<file path="src/rtl/wide_pipe_pkg.sv">
// Shared constants and helpers for the wide elastic pipeline.
// Latency: n/a (package only).
// Backpressure: n/a (package only).
package wide_pipe_pkg;

  // Deepest pipeline the block is built for; sizes the popcount helper.
  localparam int MAX_DEPTH = 8;

  // Number of set bits in a stage-valid vector, used to cross-check occupancy.
  function automatic int popcount(input logic [MAX_DEPTH-1:0] bits);
    int n;
    n = 0;
    for (int i = 0; i < MAX_DEPTH; i++) begin
      n = n + (bits[i] ? 1 : 0);
    end
    return n;
  endfunction

endpackage

</file>
<file path="src/rtl/wide_pipe_stage.sv">
// Single elastic register stage: valid bit plus WIDTH-bit payload.
// Latency: one cycle from up_adv to stg_valid.
// Backpressure: holds its word until dn_ready (this stage advancing) is seen.
module wide_pipe_stage
  import wide_pipe_pkg::*;
#(
  parameter int WIDTH = 128
) (
  input  logic             clk,
  input  logic             rst,
  input  logic             flush,
  input  logic             up_valid,
  input  logic [WIDTH-1:0] up_data,
  input  logic             up_adv,
  input  logic             dn_ready,
  output logic             stg_valid,
  output logic [WIDTH-1:0] stg_data
);

  // Payload width follows the stage parameter, so the record type lives here.
  typedef struct packed {
    logic             valid;
    logic [WIDTH-1:0] data;
  } stage_t;

  stage_t stg_q;
  stage_t stg_d;

  // Drain when this stage advances, reload when the upstream side advances into it;
  // flush drops validity but leaves the payload untouched.
  always_comb begin
    stg_d = stg_q;
    if (dn_ready) begin
      stg_d.valid = 1'b0;
    end
    if (up_adv && up_valid && !flush) begin
      stg_d.valid = 1'b1;
      stg_d.data  = up_data;
    end
    if (flush) begin
      stg_d.valid = 1'b0;
    end
  end

  // Stage register; reset clears both the valid bit and the payload.
  always_ff @(posedge clk) begin
    if (rst) begin
      stg_q <= '0;
    end else begin
      stg_q <= stg_d;
    end
  end

  assign stg_valid = stg_q.valid;
  assign stg_data  = stg_q.data;

endmodule

</file>
<file path="src/rtl/wide_pipe_buf.sv">
// Elastic DEPTH-stage retiming pipeline for wide buses with flush and occupancy count.
// Latency: DEPTH cycles from acceptance to out_valid on an empty pipe; one word per cycle sustained.
// Backpressure: combinational ready chain, so in_ready rises in the same cycle out_ready does.
module wide_pipe_buf
  import wide_pipe_pkg::*;
#(
  parameter int WIDTH = 128,
  parameter int DEPTH = 2,
  parameter int CNTW  = $clog2(DEPTH + 1)
) (
  input  logic             clk,
  input  logic             rst,
  input  logic             flush,
  input  logic             in_valid,
  output logic             in_ready,
  input  logic [WIDTH-1:0] in_data,
  output logic             out_valid,
  input  logic             out_ready,
  output logic [WIDTH-1:0] out_data,
  output logic [CNTW-1:0]  occupancy
);

  logic [DEPTH-1:0] v;
  logic [DEPTH-1:0] adv;
  logic [WIDTH-1:0] d [DEPTH];
  logic             accept;
  logic             emit;
  logic [CNTW-1:0]  occ_q;
  logic [CNTW-1:0]  occ_d;

  // Ready chain, walked from the output stage back to stage 0: a stage moves when
  // it holds a word and the stage ahead is empty or moving itself.
  always_comb begin
    logic carry;
    carry = out_ready;
    adv   = '0;
    for (int k = DEPTH - 1; k >= 0; k--) begin
      adv[k] = v[k] & carry;
      carry  = ~v[k] | (v[k] & carry);
    end
  end

  assign in_ready = ~rst & ~flush & (~v[0] | adv[0]);
  assign accept   = in_valid & in_ready;
  assign emit     = v[DEPTH-1] & out_ready;

  for (genvar k = 0; k < DEPTH; k++) begin : g_stage
    logic             up_v;
    logic             up_a;
    logic [WIDTH-1:0] up_d;

    if (k == 0) begin : g_head
      assign up_v = in_valid;
      assign up_d = in_data;
      assign up_a = accept;
    end else begin : g_body
      assign up_v = v[k-1];
      assign up_d = d[k-1];
      assign up_a = adv[k-1];
    end

    wide_pipe_stage #(.WIDTH(WIDTH)) u_stage (
      .clk       (clk),
      .rst       (rst),
      .flush     (flush),
      .up_valid  (up_v),
      .up_data   (up_d),
      .up_adv    (up_a),
      .dn_ready  (adv[k]),
      .stg_valid (v[k]),
      .stg_data  (d[k])
    );
  end

  // Occupancy follows accepts minus emits; flush empties it regardless of the handshake.
  always_comb begin
    occ_d = occ_q + CNTW'(accept) - CNTW'(emit);
    if (flush) begin
      occ_d = '0;
    end
  end

  // Occupancy register.
  always_ff @(posedge clk) begin
    if (rst) begin
      occ_q <= '0;
    end else begin
      occ_q <= occ_d;
    end
  end

  assign out_valid = v[DEPTH-1];
  assign out_data  = d[DEPTH-1];
  assign occupancy = occ_q;

  // Valid bits widened to the helper's fixed width for the consistency checks.
  logic [MAX_DEPTH-1:0] v_ext;
  always_comb begin
    v_ext            = '0;
    v_ext[DEPTH-1:0] = v;
  end

  a_occ_matches_valid: assert property (@(posedge clk) disable iff (rst)
    popcount(v_ext) == int'(occ_q));
  a_occ_bounded: assert property (@(posedge clk) disable iff (rst)
    int'(occ_q) <= DEPTH);

endmodule

</file>
<file path="config.mk">
export PLATFORM = sky130hd
export DESIGN_NAME = wide_pipe_buf
export DESIGN_NICKNAME = d
export VERILOG_FILES = /design/src/rtl/wide_pipe_pkg.sv /design/src/rtl/wide_pipe_stage.sv /design/src/rtl/wide_pipe_buf.sv
export SDC_FILE = /design/constraint.sdc
export NUM_CORES = 1
export LEC_CHECK = 0
export ABC_AREA = 1
export BUFFER_PORTS_ARGS = -buffer_cell sky130_fd_sc_hd__buf_2
export CORE_UTILIZATION = 35
export DETAILED_ROUTE_END_ITERATION = 10
export GPL_ROUTABILITY_DRIVEN = 0
export SYNTH_ARGS = -nofsm -noshare
export SYNTH_HDL_FRONTEND = slang
export SYNTH_SLANG_ARGS = --single-unit
</file>
<file path="constraint.sdc">
create_clock -name clk -period 3.5 [get_ports clk]
set_clock_uncertainty 0.2 [all_clocks]
set_input_delay 0.525 -clock clk [delete_from_list [all_inputs] [get_ports clk]]
set_output_delay 0.525 -clock clk [all_outputs]
set_load 0.02 [all_outputs]
</file>
==> flow_summary.ini <==
[place]
port_buffers = 264
place_ws_ns = 0.974
dp_hpwl_um = 19600

[clocking]
post_cts_buffers = 0
cts_resized = 0
cts_tree = done
clkSinkCount = 260
cts.hold.buffers_added = 0
root_buffer = clkbuf_16
clk_pin_slew_ns = 0.06
cts_buffers = 30
clock_latency_ns = 0.54
htree_levels = 1
cts_buffer_depth = 3

[final_layout]
layout_commonest_cell = inv_1
layout-drive-gt1-share = 0.174
nets = 2012
area_growth_syn_to_layout_pct = 22.1
mostFrequentLayoutCells = 392 x inv_1, 388 x nand2_1, 262 x buf_2, 260 x dfxtp_1, 131 x a21oi_1

[routing]
drc = 0
wl_per_cell_um = 13.8
drt_iter0_drc = 600
postRouteAntennaNets = 0
num_vias = 10578
drt_wl_total_um = 31800
via_per_inst = 4.60
firstDrtPassIters = 5

[setup_path]
path_class = flop to output port
reg2reg_slack_ns = 1.25
critPathMaxStageDelay_ns = 0.51
crit_buf_inv = 2
worstPathCellList = nand3_4, nand2_1, inv_1, buf_2
critPathMaxFanout = 48
cp-end-kind = output port
crit_family = simple AND/OR/NAND/NOR gates
crit_path_top_delay_cell = nand3_4
cp.arrival_ns = 1.97
cp-start-kind = flop
critPathRequiredTime_ns = 2.77

[timing]
maxSlewHeadroom = 0.462
min_period_ns = 2.70
worst_slew_pin_slew_ns = 0.807
finalMaxSlewViolations = 0
fin_ws_ns = 0.804
final_hold_viol_count = 0
max_freq_ghz = 0.371
min_period_over_period = 0.770
hold_slack_ns = 0.106
setup_viol = 0
grt_setup_unrepaired = no
fin_setup_tns_ns = 0

[power]
ir_drop_v = 0.000347
sequentialPowerShare = 0.455
switching_power_mw = 1.57
p_leak_nw = 7.02
pwr-share-comb = 0.073
power.share.switching = 0.232
clockPowerShare = 0.471
p_per_area_nw_per_um2 = 488
finalPower_mw = 6.77
p_int_mw = 5.20

[die]
start_util = 0.358
dieHeight_um = 182
die_area_um2 = 33200
core_area_um2 = 31700
num_io_pins = 265
rows = 65
die_x_um = 182

[synthesis]
syn-num-nets = 1828
synth-seq-cells = 260
ys_seq_area_frac = 0.458
yosysTopAreaCellShare = 0.458
synth_area_um2 = 11400
syn_area_per_cell_um2 = 6.71
synth_area_leaders = dfxtp_1 46%, inv_1 13%, nand2_1 13%, nand4_1 7.0%, a21oi_1 5.8%
synth_top_cell_by_area = dfxtp_1
ys_warn_count = 0
synth.distinct_cells = 14
netlist_instances = 1693

[global_route]
antenna_found_initial = 2
grt_max_degree = 90
grt_pass1_wl_um = 51700
grt_usage = 0.189
grt_pass1_vias = 10164
grt_overflow = 0

[min_path]
hp-class = input port to flop

[flow_run]
drv_cap = 0

[run_status]
outcome = finished clean
## cells in the mapped netlist
cell type,n
nand3_1,130
buf_1,23
nor2_2,1
ha_1,2
buf_2,79
clkbuf_1,24
dfxtp_1,260
xnor2_1,1
nand2_1,390
nor2_1,130
a21oi_1,131
inv_1,393
xor2_1,1
nand4_1,128
## sequential cells by signal, summed over array words and instances, names as in the netlist
signal                     flops
g_stage.u_stage.stg_data     256
g_stage.u_stage.stg_valid      2
occupancy                      2
## path summary, 6_finish.rpt
kind                                      to  cells past startpoint                       startpoint
max                                 in_ready                      4     g_stage[1].u_stage.stg_valid
min           g_stage[0].u_stage.stg_data[0]                      5                       in_data[0]
max reg2reg  g_stage[0].u_stage.stg_data[15]                      6     g_stage[1].u_stage.stg_valid
min reg2reg  g_stage[1].u_stage.stg_data[82]                      2  g_stage[1].u_stage.stg_data[82]
## area by class of cell
class                           count  area (um^2)
Fill cell                        3336        17800
Multi-Input combinational cell    914         4160
Timing Repair Buffer              278         1510
Tap cell                          402          503
Inverter                          393         1480
Clock inverter                      8          118
Sequential cell                   260         5200
Antenna cell                        1         2.50
Clock buffer                       46          902
## worst reg2reg max path, cell delays in order (launching register included)
cell and delay [ns]:
dfxtp_1 0.48, nand3_4 0.51, nand3_4 0.26, buf_4 0.45, nand2_1 0.15, inv_1 0.07
nor2_1 0.04
## per-stage QoR
stage / std cells / instance area, um^2 / util
final: 2302 / 13900 / 0.437
after global routing: 2301 / 13900 / 0.437
after CTS: 2301 / 13900 / 0.437
after detailed placement: 2247 / 12900 / 0.405
after global placement: 2247 / 12900 / 0.405
after floorplan: 1693 / 11400 / -
## routing by layer
| metal | track usage | vias up | wire [um] |
|---|---|---|---|
| li1 | - | 5510 | - |
| met1 | 0.237 | 4736 | 14200 |
| met2 | 0.333 | 278 | 15200 |
| met3 | 0.0305 | 52 | 1690 |
| met4 | 0.0578 | 2 | 743 |
| met5 | 0 | - | 13 |
## logic make-up (layout without fill, tap and decap cells)
group	after synthesis	count (layout)	share of synthesized area
simple gates	779	779	0.300
xor+xnor	2	2	0.00154
other cells	0	1	0
flops	260	260	0.458
compound gates	131	131	0.0577
fa+ha+maj	2	2	0.00220
buf+inv	519	725	0.180
## power groups by stage
stage          Sequential, mW  Combinational, mW  Clock, mW
6_report                 3.08              0.497       3.19
5_1_grt                  3.09              0.574       3.41
4_1_cts                  3.08              0.502       3.27
3_5_place_dp             3.15              0.499          0
3_3_place_gp             3.14              0.497          0
2_1_floorplan            3.14              0.331          0
Note: power is estimated with default switching activity, not from simulation.
